### src/rtl/msx_bus_pkg.sv
// Shared types and decode helpers for the MSX slot bus initiator.
package msx_bus_pkg;

  localparam int R_CNT_W = 7;

  typedef enum logic [2:0] {
    CMD_MEM_RD = 3'd0,
    CMD_MEM_WR = 3'd1,
    CMD_IO_RD  = 3'd2,
    CMD_IO_WR  = 3'd3,
    CMD_M1     = 3'd4
  } cmd_t;

  typedef enum logic [2:0] {
    IDLE, T1, T2, TWA, TW, T3, T3R, T4R
  } state_t;

  // All active-low bus strobes, bundled so one register holds them.
  typedef struct packed {
    logic merq_n;
    logic iorq_n;
    logic rd_n;
    logic wr_n;
    logic m1_n;
    logic rfsh_n;
    logic sltsl_n;
    logic cs1_n;
    logic cs2_n;
    logic cs12_n;
  } strobes_t;

  localparam strobes_t STROBES_IDLE = '1;

  function automatic logic is_io(cmd_t cmd);
    return (cmd == CMD_IO_RD) || (cmd == CMD_IO_WR);
  endfunction

  // Successor of a bus state, evaluated only on a tick.
  function automatic state_t next_state(state_t st, cmd_t cmd, logic wait_n, logic limit_hit);
    state_t data_st;
    state_t nxt;
    data_st = (cmd == CMD_M1) ? T3R : T3;
    case (st)
      IDLE:    nxt = T1;
      T1:      nxt = T2;
      T2:      nxt = is_io(cmd) ? TWA : (!wait_n ? TW : data_st);
      TWA:     nxt = !wait_n ? TW : T3;
      TW:      nxt = (!wait_n && !limit_hit) ? TW : data_st;
      T3:      nxt = IDLE;
      T3R:     nxt = T4R;
      T4R:     nxt = IDLE;
      default: nxt = IDLE;
    endcase
    return nxt;
  endfunction

  // Strobe levels to present while the bus sits in state st.
  function automatic strobes_t strobes_for(state_t st, cmd_t cmd, logic slot, logic [15:0] addr);
    strobes_t s;
    logic     fetch_ph;
    logic     io_ph;
    s        = STROBES_IDLE;
    fetch_ph = (st == T1) || (st == T2) || (st == TW) || (st == T3);
    io_ph    = (st == T2) || (st == TWA) || (st == TW) || (st == T3);
    if (is_io(cmd)) begin
      if (io_ph) begin
        s.iorq_n = 1'b0;
        s.rd_n   = (cmd != CMD_IO_RD);
        s.wr_n   = (cmd != CMD_IO_WR);
      end
    end else if (fetch_ph) begin
      s.merq_n  = 1'b0;
      s.sltsl_n = ~slot;
      s.cs1_n   = (addr[15:14] != 2'b01);
      s.cs2_n   = (addr[15:14] != 2'b10);
      s.cs12_n  = s.cs1_n & s.cs2_n;
      s.rd_n    = !((cmd == CMD_MEM_RD) || (cmd == CMD_M1));
      s.wr_n    = !((cmd == CMD_MEM_WR) && (st != T1));
      s.m1_n    = (cmd != CMD_M1);
    end else if (st == T3R) begin
      s.merq_n = 1'b0;
      s.rfsh_n = 1'b0;
    end else if (st == T4R) begin
      s.rfsh_n = 1'b0;
    end
    return s;
  endfunction

endpackage

### src/rtl/msx_bus_if.sv
// MSX slot bus signal bundle; MSX side initiates, CART side responds.
interface BUS_IF;
  logic [15:0] ADDR;
  logic [7:0]  DIN;
  logic [7:0]  DOUT;
  logic        MERQ_n;
  logic        IORQ_n;
  logic        RD_n;
  logic        WR_n;
  logic        M1_n;
  logic        RFSH_n;
  logic        SLTSL_n;
  logic        CS1_n;
  logic        CS2_n;
  logic        CS12_n;
  logic        WAIT_n;
  logic        RESET_n;
  logic        CLK;
  logic        CLK_EN;
  logic        CLK_21M;
  logic        CLK_14M;
  logic        CLK_EN_21M;

  modport MSX (
    output ADDR, DIN, MERQ_n, IORQ_n, RD_n, WR_n, M1_n, RFSH_n,
    output SLTSL_n, CS1_n, CS2_n, CS12_n, RESET_n,
    output CLK, CLK_EN, CLK_21M, CLK_14M, CLK_EN_21M,
    input  DOUT, WAIT_n
  );

  modport CART (
    input  ADDR, DIN, MERQ_n, IORQ_n, RD_n, WR_n, M1_n, RFSH_n,
    input  SLTSL_n, CS1_n, CS2_n, CS12_n, RESET_n,
    input  CLK, CLK_EN, CLK_21M, CLK_14M, CLK_EN_21M,
    output DOUT, WAIT_n
  );
endinterface

### src/rtl/msx_tick_gen.sv
// T-state timebase: one-cycle tick per CLK_DIV clocks plus the bus clock.
module msx_tick_gen #(
  parameter int CLK_DIV = 6
) (
  input  logic clk_i,
  input  logic rst_i,
  output logic tick_o,
  output logic bus_clk_o
);

  localparam int            CW   = $clog2(CLK_DIV);
  localparam logic [CW-1:0] LAST = CW'(CLK_DIV - 1);
  localparam logic [CW-1:0] HALF = CW'(CLK_DIV / 2);

  logic [CW-1:0] cnt_q;
  logic [CW-1:0] cnt_d;
  logic          tick_q;
  logic          bclk_q;

  assign cnt_d = (cnt_q == LAST) ? '0 : cnt_q + 1'b1;

  // Period counter; tick marks the first cycle of a period, bus clock is high for the first half.
  always_ff @(posedge clk_i or posedge rst_i) begin
    if (rst_i) begin
      cnt_q  <= '0;
      tick_q <= 1'b0;
      bclk_q <= 1'b0;
    end else begin
      cnt_q  <= cnt_d;
      tick_q <= (cnt_d == '0);
      bclk_q <= (cnt_d < HALF);
    end
  end

  assign tick_o    = tick_q;
  assign bus_clk_o = bclk_q;

endmodule

### src/rtl/msx_bus_initiator.sv
// Host-side MSX slot bus initiator: turns single commands into Z80-timed bus cycles.
module msx_bus_initiator
  import msx_bus_pkg::*;
#(
  parameter int CLK_DIV    = 6,
  parameter int WAIT_LIMIT = 255
) (
  input  logic        CLK,
  input  logic        RESET,
  input  logic        SOFT_RESET,
  input  logic        REQ_VALID,
  output logic        REQ_READY,
  input  logic [2:0]  REQ_CMD,
  input  logic [15:0] REQ_ADDR,
  input  logic [7:0]  REQ_WDATA,
  input  logic        REQ_SLOT,
  output logic        RSP_VALID,
  output logic [7:0]  RSP_RDATA,
  output logic        RSP_TIMEOUT,
  BUS_IF.MSX          Bus
);

  localparam logic [7:0] WLIM = 8'(WAIT_LIMIT);

  logic               tick;
  logic               bus_clk;
  state_t             state_q;
  state_t             state_d;
  cmd_t               cmd_q;
  logic [15:0]        areq_q;
  logic [7:0]         wdata_q;
  logic               slot_q;
  logic               pending_q;
  logic [7:0]         wcnt_q;
  logic               timeout_q;
  logic [R_CNT_W-1:0] r_cnt_q;
  logic [7:0]         data_q;
  logic [15:0]        addr_q;
  logic [7:0]         din_q;
  strobes_t           strb_q;
  logic               rst_n_q;
  logic               ready_q;
  logic               rsp_valid_q;
  logic [7:0]         rsp_rdata_q;
  logic               rsp_timeout_q;

  msx_tick_gen #(.CLK_DIV(CLK_DIV)) u_tick (
    .clk_i     (CLK),
    .rst_i     (RESET),
    .tick_o    (tick),
    .bus_clk_o (bus_clk)
  );

  assign state_d = next_state(state_q, cmd_q, Bus.WAIT_n, wcnt_q >= WLIM);

  // Bus cycle FSM with registered strobes, address, data and response.
  always_ff @(posedge CLK or posedge RESET) begin
    if (RESET) begin
      state_q       <= IDLE;
      cmd_q         <= CMD_MEM_RD;
      areq_q        <= '0;
      wdata_q       <= '0;
      slot_q        <= 1'b0;
      pending_q     <= 1'b0;
      wcnt_q        <= '0;
      timeout_q     <= 1'b0;
      r_cnt_q       <= '0;
      data_q        <= '0;
      addr_q        <= '0;
      din_q         <= '0;
      strb_q        <= STROBES_IDLE;
      rst_n_q       <= 1'b0;
      ready_q       <= 1'b0;
      rsp_valid_q   <= 1'b0;
      rsp_rdata_q   <= '0;
      rsp_timeout_q <= 1'b0;
    end else if (SOFT_RESET) begin
      // Abort whatever is in flight without a response; address and data lines hold.
      state_q       <= IDLE;
      pending_q     <= 1'b0;
      wcnt_q        <= '0;
      timeout_q     <= 1'b0;
      strb_q        <= STROBES_IDLE;
      rst_n_q       <= 1'b0;
      ready_q       <= 1'b0;
      rsp_valid_q   <= 1'b0;
      rsp_timeout_q <= 1'b0;
    end else begin
      rst_n_q     <= 1'b1;
      rsp_valid_q <= 1'b0;
      if (state_q == IDLE) begin
        if (pending_q) begin
          if (tick) begin
            state_q   <= T1;
            strb_q    <= strobes_for(T1, cmd_q, slot_q, areq_q);
            addr_q    <= areq_q;
            din_q     <= (cmd_q == CMD_MEM_WR || cmd_q == CMD_IO_WR) ? wdata_q : 8'h00;
            pending_q <= 1'b0;
            wcnt_q    <= '0;
            timeout_q <= 1'b0;
          end
        end else if (REQ_VALID && ready_q) begin
          cmd_q     <= cmd_t'(REQ_CMD);
          areq_q    <= REQ_ADDR;
          wdata_q   <= REQ_WDATA;
          slot_q    <= REQ_SLOT;
          pending_q <= 1'b1;
          ready_q   <= 1'b0;
        end else begin
          ready_q <= 1'b1;
        end
      end else if (tick) begin
        state_q <= state_d;
        strb_q  <= strobes_for(state_d, cmd_q, slot_q, areq_q);
        if (state_d == TW) begin
          wcnt_q <= (state_q == TW) ? wcnt_q + 8'd1 : 8'd1;
        end else begin
          wcnt_q <= '0;
        end
        // Leaving TW while WAIT_n is still low can only mean the limit was hit.
        if (state_q == TW && state_d != TW && !Bus.WAIT_n) begin
          timeout_q <= 1'b1;
        end
        if (state_d == T3R) begin
          addr_q <= {{(16 - R_CNT_W){1'b0}}, r_cnt_q};
          data_q <= Bus.DOUT;
        end
        if (state_q == T4R) begin
          r_cnt_q <= r_cnt_q + 1'b1;
        end
        if (state_d == IDLE) begin
          rsp_valid_q   <= 1'b1;
          ready_q       <= 1'b1;
          rsp_timeout_q <= timeout_q || (state_q == TW);
          timeout_q     <= 1'b0;
          case (cmd_q)
            CMD_MEM_RD, CMD_IO_RD: rsp_rdata_q <= Bus.DOUT;
            CMD_M1:                rsp_rdata_q <= data_q;
            default:               rsp_rdata_q <= 8'h00;
          endcase
        end
      end
    end
  end

  assign REQ_READY   = ready_q;
  assign RSP_VALID   = rsp_valid_q;
  assign RSP_RDATA   = rsp_rdata_q;
  assign RSP_TIMEOUT = rsp_timeout_q;

  assign Bus.ADDR       = addr_q;
  assign Bus.DIN        = din_q;
  assign Bus.MERQ_n     = strb_q.merq_n;
  assign Bus.IORQ_n     = strb_q.iorq_n;
  assign Bus.RD_n       = strb_q.rd_n;
  assign Bus.WR_n       = strb_q.wr_n;
  assign Bus.M1_n       = strb_q.m1_n;
  assign Bus.RFSH_n     = strb_q.rfsh_n;
  assign Bus.SLTSL_n    = strb_q.sltsl_n;
  assign Bus.CS1_n      = strb_q.cs1_n;
  assign Bus.CS2_n      = strb_q.cs2_n;
  assign Bus.CS12_n     = strb_q.cs12_n;
  assign Bus.RESET_n    = rst_n_q;
  assign Bus.CLK        = bus_clk;
  assign Bus.CLK_EN     = tick;
  assign Bus.CLK_21M    = CLK;
  assign Bus.CLK_14M    = CLK;
  assign Bus.CLK_EN_21M = 1'b1;

endmodule

### src/flat_wrapper.sv
// flat-port wrapper written by rule: the top's interface ports become plain ports
module msx_bus_initiator_flat import msx_bus_pkg::*;
#(
  parameter int CLK_DIV    = 6,
  parameter int WAIT_LIMIT = 255
)
  (CLK, RESET, SOFT_RESET, REQ_VALID, REQ_READY, REQ_CMD, REQ_ADDR, REQ_WDATA, REQ_SLOT, RSP_VALID, RSP_RDATA, RSP_TIMEOUT, Bus_ADDR, Bus_DIN, Bus_MERQ_n, Bus_IORQ_n, Bus_RD_n, Bus_WR_n, Bus_M1_n, Bus_RFSH_n, Bus_SLTSL_n, Bus_CS1_n, Bus_CS2_n, Bus_CS12_n, Bus_RESET_n, Bus_CLK, Bus_CLK_EN, Bus_CLK_21M, Bus_CLK_14M, Bus_CLK_EN_21M, Bus_DOUT, Bus_WAIT_n);
  BUS_IF Bus_i ();
  input  logic CLK;
  input  logic RESET;
  input  logic SOFT_RESET;
  input  logic REQ_VALID;
  output logic REQ_READY;
  input  logic [2:0] REQ_CMD;
  input  logic [15:0] REQ_ADDR;
  input  logic [7:0] REQ_WDATA;
  input  logic REQ_SLOT;
  output logic RSP_VALID;
  output logic [7:0] RSP_RDATA;
  output logic RSP_TIMEOUT;
  output wire logic [$bits(Bus_i.ADDR)-1:0] Bus_ADDR;
  output wire logic [$bits(Bus_i.DIN)-1:0] Bus_DIN;
  output wire logic [$bits(Bus_i.MERQ_n)-1:0] Bus_MERQ_n;
  output wire logic [$bits(Bus_i.IORQ_n)-1:0] Bus_IORQ_n;
  output wire logic [$bits(Bus_i.RD_n)-1:0] Bus_RD_n;
  output wire logic [$bits(Bus_i.WR_n)-1:0] Bus_WR_n;
  output wire logic [$bits(Bus_i.M1_n)-1:0] Bus_M1_n;
  output wire logic [$bits(Bus_i.RFSH_n)-1:0] Bus_RFSH_n;
  output wire logic [$bits(Bus_i.SLTSL_n)-1:0] Bus_SLTSL_n;
  output wire logic [$bits(Bus_i.CS1_n)-1:0] Bus_CS1_n;
  output wire logic [$bits(Bus_i.CS2_n)-1:0] Bus_CS2_n;
  output wire logic [$bits(Bus_i.CS12_n)-1:0] Bus_CS12_n;
  output wire logic [$bits(Bus_i.RESET_n)-1:0] Bus_RESET_n;
  output wire logic [$bits(Bus_i.CLK)-1:0] Bus_CLK;
  output wire logic [$bits(Bus_i.CLK_EN)-1:0] Bus_CLK_EN;
  output wire logic [$bits(Bus_i.CLK_21M)-1:0] Bus_CLK_21M;
  output wire logic [$bits(Bus_i.CLK_14M)-1:0] Bus_CLK_14M;
  output wire logic [$bits(Bus_i.CLK_EN_21M)-1:0] Bus_CLK_EN_21M;
  input wire logic [$bits(Bus_i.DOUT)-1:0] Bus_DOUT;
  input wire logic [$bits(Bus_i.WAIT_n)-1:0] Bus_WAIT_n;
  assign Bus_ADDR = Bus_i.ADDR;
  assign Bus_DIN = Bus_i.DIN;
  assign Bus_MERQ_n = Bus_i.MERQ_n;
  assign Bus_IORQ_n = Bus_i.IORQ_n;
  assign Bus_RD_n = Bus_i.RD_n;
  assign Bus_WR_n = Bus_i.WR_n;
  assign Bus_M1_n = Bus_i.M1_n;
  assign Bus_RFSH_n = Bus_i.RFSH_n;
  assign Bus_SLTSL_n = Bus_i.SLTSL_n;
  assign Bus_CS1_n = Bus_i.CS1_n;
  assign Bus_CS2_n = Bus_i.CS2_n;
  assign Bus_CS12_n = Bus_i.CS12_n;
  assign Bus_RESET_n = Bus_i.RESET_n;
  assign Bus_CLK = Bus_i.CLK;
  assign Bus_CLK_EN = Bus_i.CLK_EN;
  assign Bus_CLK_21M = Bus_i.CLK_21M;
  assign Bus_CLK_14M = Bus_i.CLK_14M;
  assign Bus_CLK_EN_21M = Bus_i.CLK_EN_21M;
  assign Bus_i.DOUT = Bus_DOUT;
  assign Bus_i.WAIT_n = Bus_WAIT_n;
  msx_bus_initiator #(.CLK_DIV(CLK_DIV), .WAIT_LIMIT(WAIT_LIMIT)) u_core (.CLK(CLK), .RESET(RESET), .SOFT_RESET(SOFT_RESET), .REQ_VALID(REQ_VALID), .REQ_READY(REQ_READY), .REQ_CMD(REQ_CMD), .REQ_ADDR(REQ_ADDR), .REQ_WDATA(REQ_WDATA), .REQ_SLOT(REQ_SLOT), .RSP_VALID(RSP_VALID), .RSP_RDATA(RSP_RDATA), .RSP_TIMEOUT(RSP_TIMEOUT), .Bus(Bus_i));
endmodule
### config.mk
export PLATFORM = sky130hd
export DESIGN_NAME = msx_bus_initiator_flat
export DESIGN_NICKNAME = d
export VERILOG_FILES = /design/src/rtl/msx_bus_pkg.sv /design/src/rtl/msx_bus_if.sv /design/src/rtl/msx_tick_gen.sv /design/src/rtl/msx_bus_initiator.sv /design/src/flat_wrapper.sv
export SDC_FILE = /design/constraint.sdc
export NUM_CORES = 1
export LEC_CHECK = 0
export CAP_MARGIN = 20
export CORE_MARGIN = 1.5
export CORE_UTILIZATION = 25
export CTS_BUF_LIST = sky130_fd_sc_hd__clkbuf_8
export CTS_CLUSTER_DIAMETER = 60
export DETAILED_ROUTE_END_ITERATION = 8
export GPL_TIMING_DRIVEN = 0
export PLACE_DENSITY_LB_ADDON = 0.12
export SYNTH_ARGS = -nofsm -noshare
export SYNTH_HDL_FRONTEND = slang
export SYNTH_SLANG_ARGS = --single-unit
### constraint.sdc
create_clock -name CLK -period 4.75 [get_ports CLK]
set_input_delay 0.95 -clock CLK [delete_from_list [all_inputs] [get_ports CLK]]
set_output_delay 0.95 -clock CLK [all_outputs]
set_load 0.02 [all_outputs]
* Yosys cells after proc, flatten, opt, wreduce, memory -nomap -nowiden *
Index checks and enable logic that the tools add are counted.

storage, ports and cells
  output and inout bits = 51
  input bits = 41
  register bits = 107
  word-level logic and storage cells = 188

operators by class
  order comparisons = 2
  muxes and demuxes = 73
  add/sub/neg operators = 3
  equality and inequality tests = 32
  bitwise gates (word level) = 5
  reductions and logical operators = 43

operators with widths
  operator                                                  count
  two-way mux 16 bit                                        5
  two-way mux 8 bit                                         8
  two-way mux 10 bit                                        5
  two-way mux 1 bit                                         36
  two-way mux 3 bit                                         12
  equality test 3 bit, second input constant                10
  AND reduction 4 bit                                       6
  case mux 3 bit (7 select lines)                           1
  equality test 3 x 2 -> 1 bit, second input constant       6
  case mux 8 bit (2 select lines)                           1
  zero test 3 bit                                           4
  != test 3 bit, second input constant                      4
  logical OR 1 bit                                          10
  nonzero test 2 bit                                        5
  equality test 3 x 1 -> 1 bit, second input constant       3
  != test 3 x 2 -> 1 bit, second input constant             3
  AND reduction 3 bit                                       3
  adder 8 x 1 -> 8 bit, second input constant               1
  greater-or-equal comparator 8 bit, second input constant  1
  two-way mux 4 bit                                         2
  adder 7 x 1 -> 7 bit, second input constant               1
  two-way mux 6 bit                                         1
  != test 2 bit, second input constant                      3
  nonzero test 3 bit                                        2
  other kinds (12)                                          25

* Depth between registers and ports, before layout *
Gate-level depths: netlist of the first run.

  word-level depth = 14
  depth in mapped cells = 9
  mapped depth without buffers = 6

* Hierarchy *
Synthesis of the first run repeated with hierarchy kept, for this count alone.

second synthesis, totals
  cells, all modules = 421
  area total of the unflattened synthesis = 4,745.8 sq um

modules (own cells, without submodules)
  module             area each (sq um)  cells each  times used
  msx_bus_initiator  4,565.6            407         1
  msx_tick_gen       180.2              14          1

==> out/results.tsv, run 1 <==
metric	value	unit
antenna-violating nets left	0	
Max VDD drop	0.194	mV
1st-iter DRT viols	176	
mapped cell area	0.00482	mm2
Setup Skew	12.2	ps
vias in the first global route	3571	
register area share after synthesis	0.558	
CP peak stage delay	520	ps
Die ar.	0.0201	mm2
CTS hold repair buffers	0	
Post-Place Cell Area	0.00607	mm2
WL final	12200	um
r2r setup slk	2030	ps
Net Count, Synth	474	
DR vias	3574	
switching pwr	0.667	mW
PwrDens	367	mW/mm2
setup_tns	0	ps
Final nets	579	
placed cells	779	
Die Height	142	um
FP Rows	50	
Post-CTS Setup Inserts	0	
hold path start	u_core.slot_q	
n_diodes	0	
CP Launch Type	clock port	
worst min-delay path class	flip-flop to flip-flop	
Yosys cell types	60	
top_reg_cell synth	dfrtp_1	
Comb pwr share	0.205	
reg2reg end	u_core.areq_q[9]	
Crit path required time	3800	ps
non-filler instance count after layout	799	
first-pass GRT wire length	19500	um
initial antenna violation count	0	
Rel. slew slack	0.398	
Reg area	0.00269	mm2
status	finished, final reports clean	
Worst Reg-to-Reg Cells	6	
core region area	0.0188	mm2
ys async rst share	1.00	
cell family with most CP delay	buffers and inverters	
DRC	0	
clock share of power	0.322	
final non-filler cell area	0.00633	mm2
area grow syn2layout	31.2	%
Slew Viols, Final	0	
P_leak	2.76	nW
GRT Residual Overflow	0	
vias per cell	4.47	
RSZ-0062 raised after global routing	no	
syn_area_per_cell	11.2	um2
Hold Fails Final Rpt	0	
Post-synth EDFFs	0	
CP Buf/Inv Count	4	
largest net degree at the start of global routing	58	
CP Data Arrival Time	3240	ps
Die Wd	142	um
placer congestion estimate	0.825	
share of cells above drive strength 1	0.182	
final setup vio count	0	
hpwl dp	8550	um
clock latency on the worst-skew pair	490	ps
Worst path slowest cell	clkdlybuf4s50_1	
Max Cap Viol	0	
Sw Share	0.287	
Top Ports	92	
Hold Crit Endpoint	u_core.Bus.SLTSL_n	
Crit path top cell by count	clkbuf_8	
hold path depth	1	
Cells after Synth	429	
worst-path maximum fanout	2	
WS Path Type	clock port to output pin	
router iterations before antenna repair	5	
clk slew on worst S/H paths	90	ps
r2r startpoint	u_core.state_q[2]	
Routed WL per cell	15.2	um
multi-input logic area	0.00194	mm2
fill cell count	1945	
critical-path cell list	clkbuf_8 -> clkbuf_8 -> buf_4 -> clkdlybuf4s50_1	
Worst-Margin Slew	900	ps
Yosys reg bits	107	
CTS resizes	0	
Reg power frac	0.473	
gr usage total	0.127	
Initial Util	0.256	
port bufs	89	
cell internal pwr	1.65	mW
CP Capture Type	output pin	
yosys warns	0	
CTS tree	built	
layout make-up:
class / instances / share of cell area
sequential: 107 / 0.425
multi-input combinational: 285 / 0.307
timing repair buffer: 88 / 0.142
tap: 260 / 0.0514
clock buffer: 16 / 0.0336
buffer: 28 / 0.0249
clock inverter: 6 / 0.0101
inverter: 9 / 0.00574
kinds of logic after synthesis:
group,share of synthesized area
DFF,0.558
buffers and inverters,0.0397
adders and majority gates,0.0104
muxes,0.119
and+or+nand+nor,0.132
xor gates and xnor gates,0.0145
other,0.000777
AOI/OAI and AO/OA,0.126
routing by layer:
| layer | routed length [um] | global-route usage |
|---|---|---|
| met1 | 5940 | 0.176 |
| met2 | 5570 | 0.187 |
| met3 | 527 | 0.0405 |
| met4 | 135 | 0.0412 |
| met5 | 0 | 0 |
cell usage after synthesis, types with 2 or more instances:
cell | count | area (um2)
o22ai_1 | 3 | 18.8
nand2_1 | 52 | 195
inv_1 | 9 | 33.8
a22o_1 | 5 | 43.8
buf_6 | 2 | 22.5
buf_2 | 8 | 40.0
nor3b_1 | 3 | 22.5
a221oi_1 | 2 | 17.5
nand2b_1 | 4 | 25.0
clkbuf_1 | 14 | 52.6
mux2i_1 | 2 | 20.0
buf_4 | 3 | 22.5
o21ai_0 | 19 | 95.1
dfrtp_1 | 97 | 2430
mux2_2 | 47 | 529
and2_1 | 4 | 25.0
o32a_1 | 2 | 20.0
nor2b_1 | 4 | 25.0
nand3_1 | 19 | 95.1
o32ai_1 | 2 | 17.5
xnor2_1 | 4 | 35.0
xor2_1 | 4 | 35.0
and3_1 | 6 | 37.5
a22oi_1 | 8 | 60.1
ha_1 | 4 | 50.1
a211oi_1 | 2 | 15.0
nor3_1 | 6 | 30.0
nor2_1 | 30 | 113
a21o_1 | 5 | 37.5
a21oi_1 | 15 | 75.1
dfstp_2 | 10 | 263
a31oi_1 | 6 | 37.5
layout by cell type, fill, tap and decap left out, drive strengths merged, types with 5 or more instances in the layout:
cell	netlist	final
dfrtp	97	97
clkdlybuf4s50	0	89
nand2	53	53
mux2	49	49
nor2	30	30
clkbuf	14	28
o21ai	19	19
nand3	19	19
a21oi	15	15
buf	14	15
inv	9	11
dfstp	10	10
a22oi	9	9
a31oi	7	7
and3	6	6
nor3	6	6
a21o	5	5
a22o	5	5
metrics by stage:
stage	hold WS, ps	setup WS [ps]	power, mW	utilization
CTS	440	546	2.37	0.336
detailed placement	426	803	1.68	0.322
finish	427	557	2.32	0.336
global placement	420	-836	1.67	0.321
global route	446	535	2.45	0.336
floorplan	385	999	1.44	-
worst register-to-register path, delay by kind of cell (launching register included):
kind / cells / cell delay, ps
AND/OR/NAND/NOR: 2 / 1100
buffers and inverters: 3 / 780
flip-flops: 1 / 370
multiplexers: 1 / 370
sequential cells by signal, indices dropped and copies added, names as in the netlist, 3 cells and up:
signal,cells
u_core.Bus.ADDR,16
u_core.areq_q,16
u_core.Bus.DIN,8
u_core.RSP_RDATA,8
u_core.data_q,8
u_core.wcnt_q,8
u_core.wdata_q,8
u_core.r_cnt_q,7
u_core.cmd_q,3
u_core.state_q,3
u_core.u_tick.cnt_q,3
worst max-delay path by stage:
stage | from | endpoint | slack [ps] | cells after the start
6_report | CLK | Bus_CLK_21M | 560 | 4
5_1_grt | CLK | Bus_CLK_21M | 540 | 4
4_1_cts | CLK | Bus_CLK_21M | 550 | 4
3_5_place_dp | CLK | Bus_CLK_14M | 800 | 2
3_3_place_gp | RESET | u_core.RSP_VALID | -840 | 2
2_1_floorplan | RESET | u_core.Bus.ADDR[0] | 1000 | 1
power groups by stage:
stage	sequential [mW]	combinational, mW	clock [mW]
after global routing	1.12	0.518	0.819
after CTS	1.10	0.484	0.783
final	1.10	0.476	0.746
after global placement	1.11	0.475	0.0799
after floorplan	1.16	0.230	0.0492
after detailed placement	1.12	0.483	0.0799
(Power assumes the default switching activity.)
==> run 2, diff against run 1 <==
PLACE_DENSITY_LB_ADDON = not set   (was 0.12)
SLEW_MARGIN = 20   (was not set)
==> run 2 against run 1 <==
  * Clock power down 1%
  * First-iteration DRC count up 30%
  * Power down 0.39%
  * Global-route usage down 0.090 points
  * Die area unchanged
  * Cell count down 0.13%
  * Hold slack worse by 1.4 ps
  * Setup slack worse by 8.9 ps
==> out/results.tsv, run 2 (same netlist as run 1, synthesis figures left out) <==
metric	value	unit	change
vias per cell	4.57		was 4.47
clk slew on worst S/H paths	100	ps	was 90 ps
Die Height	142	um	unchanged
CP peak stage delay	530	ps	was 520 ps
n_diodes	0		unchanged
router iterations before antenna repair	4		was 5
Routed WL per cell	15.0	um	was 15.2 um
Max VDD drop	0.144	mV	was 0.194 mV
CP Data Arrival Time	3250	ps	was 3240 ps
Post-Place Cell Area	0.00607	mm2	about the same
largest net degree at the start of global routing	60		was 58
hold path depth	1		unchanged
area grow syn2layout	31.0	%	was 31.2%
critical-path cell list	clkbuf_8 -> clkbuf_8 -> buf_4 -> clkdlybuf4s50_1		unchanged
fill cell count	1934		was 1,945
final setup vio count	0		unchanged
Sw Share	0.286		was 0.287
Worst Reg-to-Reg Cells	6		unchanged
Initial Util	0.256		unchanged
Final Util	0.336		about the same
Rel. slew slack	0.461		was 0.398
DRC	0		unchanged
hpwl dp	8810	um	was 8550 um
final non-filler cell area	0.00632	mm2	was 0.00633 mm2
antenna-violating nets left	0		unchanged
Max Cap Viol	0		unchanged
port bufs	89		unchanged
Hold Fails Final Rpt	0		unchanged
CP Buf/Inv Count	4		unchanged
cell internal pwr	1.65	mW	about the same
worst min-delay path class	flip-flop to flip-flop		unchanged
status	finished, final reports clean		unchanged
core region area	0.0188	mm2	unchanged
clock latency on the worst-skew pair	480	ps	was 490 ps
WS Path Type	clock port to output pin		unchanged
cell family with most CP delay	buffers and inverters		unchanged
Die Wd	142	um	unchanged
placer congestion estimate	0.870		was 0.825
PwrDens	366	mW/mm2	was 367 mW/mm2
Comb pwr share	0.206		was 0.205
Crit path top cell by count	clkbuf_8		unchanged
commonest non-fill, non-tap cell in the layout	dfrtp_1		unchanged
Setup Skew	16.4	ps	was 12.2 ps
switching pwr	0.661	mW	was 0.667 mW
share of cells above drive strength 1	0.178		was 0.182
Die ar.	0.0201	mm2	unchanged
CTS tree	built		unchanged
WL final	12000	um	was 12,200 um
FP Rows	50		unchanged
gr usage total	0.126		was 0.127
worst-path maximum fanout	2		unchanged
most frequent cells in the layout	dfrtp_1, clkdlybuf4s50_1, nand2_1		unchanged
Crit path required time	3800	ps	about the same
Top Ports	92		unchanged
Post-CTS Setup Inserts	0		unchanged
CTS resizes	0		unchanged
Final nets	579		unchanged
GRT Residual Overflow	0		unchanged
WP depth	4		unchanged
RSZ-0062 raised after global routing	no		unchanged
CP Capture Type	output pin		unchanged
1st-iter DRT viols	228		was 176
initial antenna violation count	0		unchanged
Slew Viols, Final	0		unchanged
Worst path slowest cell	clkdlybuf4s50_1		unchanged
DR vias	3649		was 3,574
Worst-Margin Slew	805	ps	was 900 ps
clock share of power	0.318		was 0.322
vias in the first global route	3862		was 3,571
first-pass GRT wire length	19600	um	was 19,500 um
CTS hold repair buffers	0		unchanged
Reg power frac	0.476		was 0.473
P_leak	2.76	nW	about the same
CP Launch Type	clock port		unchanged
[run 2: cell types whose count changed in the layout (fill, tap and decap cells not counted), sizes merged]
cell      delta
inv          +1
clkinv       -1
clkinvlp     -1
[run 2: path summary, 6_finish.rpt]
kind	slack (ps)	endpoint	startpoint
setup reg to reg	2020	u_core.wdata_q[2]	u_core.state_q[2]
hold / removal	430	u_core.Bus.SLTSL_n	u_core.slot_q
min in group asynchronous	870	u_core.areq_q[11]	RESET
hold reg to reg	430	u_core.Bus.SLTSL_n	u_core.slot_q
setup / recovery	550	Bus_CLK_14M	CLK
max in group asynchronous	3180	u_core.Bus.CS12_n	RESET
[run 2: layer usage]
| metal | routed length (um) | vias to the layer above | GRT usage | part of all wire |
|---|---|---|---|---|
| met2 | 5520 | 106 | 0.196 | 0.46 |
| li1 | - | 1720 | - | - |
| met1 | 5430 | 1806 | 0.161 | 0.45 |
| met4 | 298 | 0 | 0.0586 | 0.025 |
| met5 | 0 | - | 0 | 0 |
| met3 | 735 | 17 | 0.0375 | 0.061 |
[run 2: per-stage QoR]
| stage | setup TNS, ps | hold slack, ps | power [mW] | worst slack (ps) | cells |
|---|---|---|---|---|---|
| 2_1_floorplan | 0 | 385 | 1.44 | 999 | 429 |
| 3_3_place_gp | -54800 | 406 | 1.66 | -573 | 778 |
| 3_5_place_dp | 0 | 420 | 1.68 | 803 | 779 |
| 4_1_cts | 0 | 435 | 2.36 | 527 | 798 |
| 5_1_grt | 0 | 479 | 2.44 | 513 | 798 |
| 6_report | 0 | 425 | 2.31 | 548 | 798 |
[run 2: layout make-up]
cell class / instances / area [um2] / share of cell area
inverter: 9 / 38.8 / 0.00614
tap: 260 / 325 / 0.0515
sequential: 107 / 2690 / 0.426
buffer: 28 / 158 / 0.0249
multi-input combinational: 285 / 1940 / 0.307
clock inverter: 5 / 55.1 / 0.00871
timing repair buffer: 88 / 898 / 0.142
clock buffer: 16 / 213 / 0.0337
[run 2: power groups by stage]
stage                     sequential, mW  combinational [mW]  clock (mW)
after floorplan                     1.16               0.230      0.0492
after global placement              1.11               0.468      0.0799
after detailed placement            1.12               0.483      0.0799
after CTS                           1.10               0.485       0.772
after global routing                1.12               0.519       0.809
final                               1.10               0.476       0.735
[run 2: worst register-to-register path, delay by kind of cell, from the launching register on]
kind	cells	cell delay [ps]
simple gates	2	1120
buf+inv	3	750
mux	1	380
flops	1	370
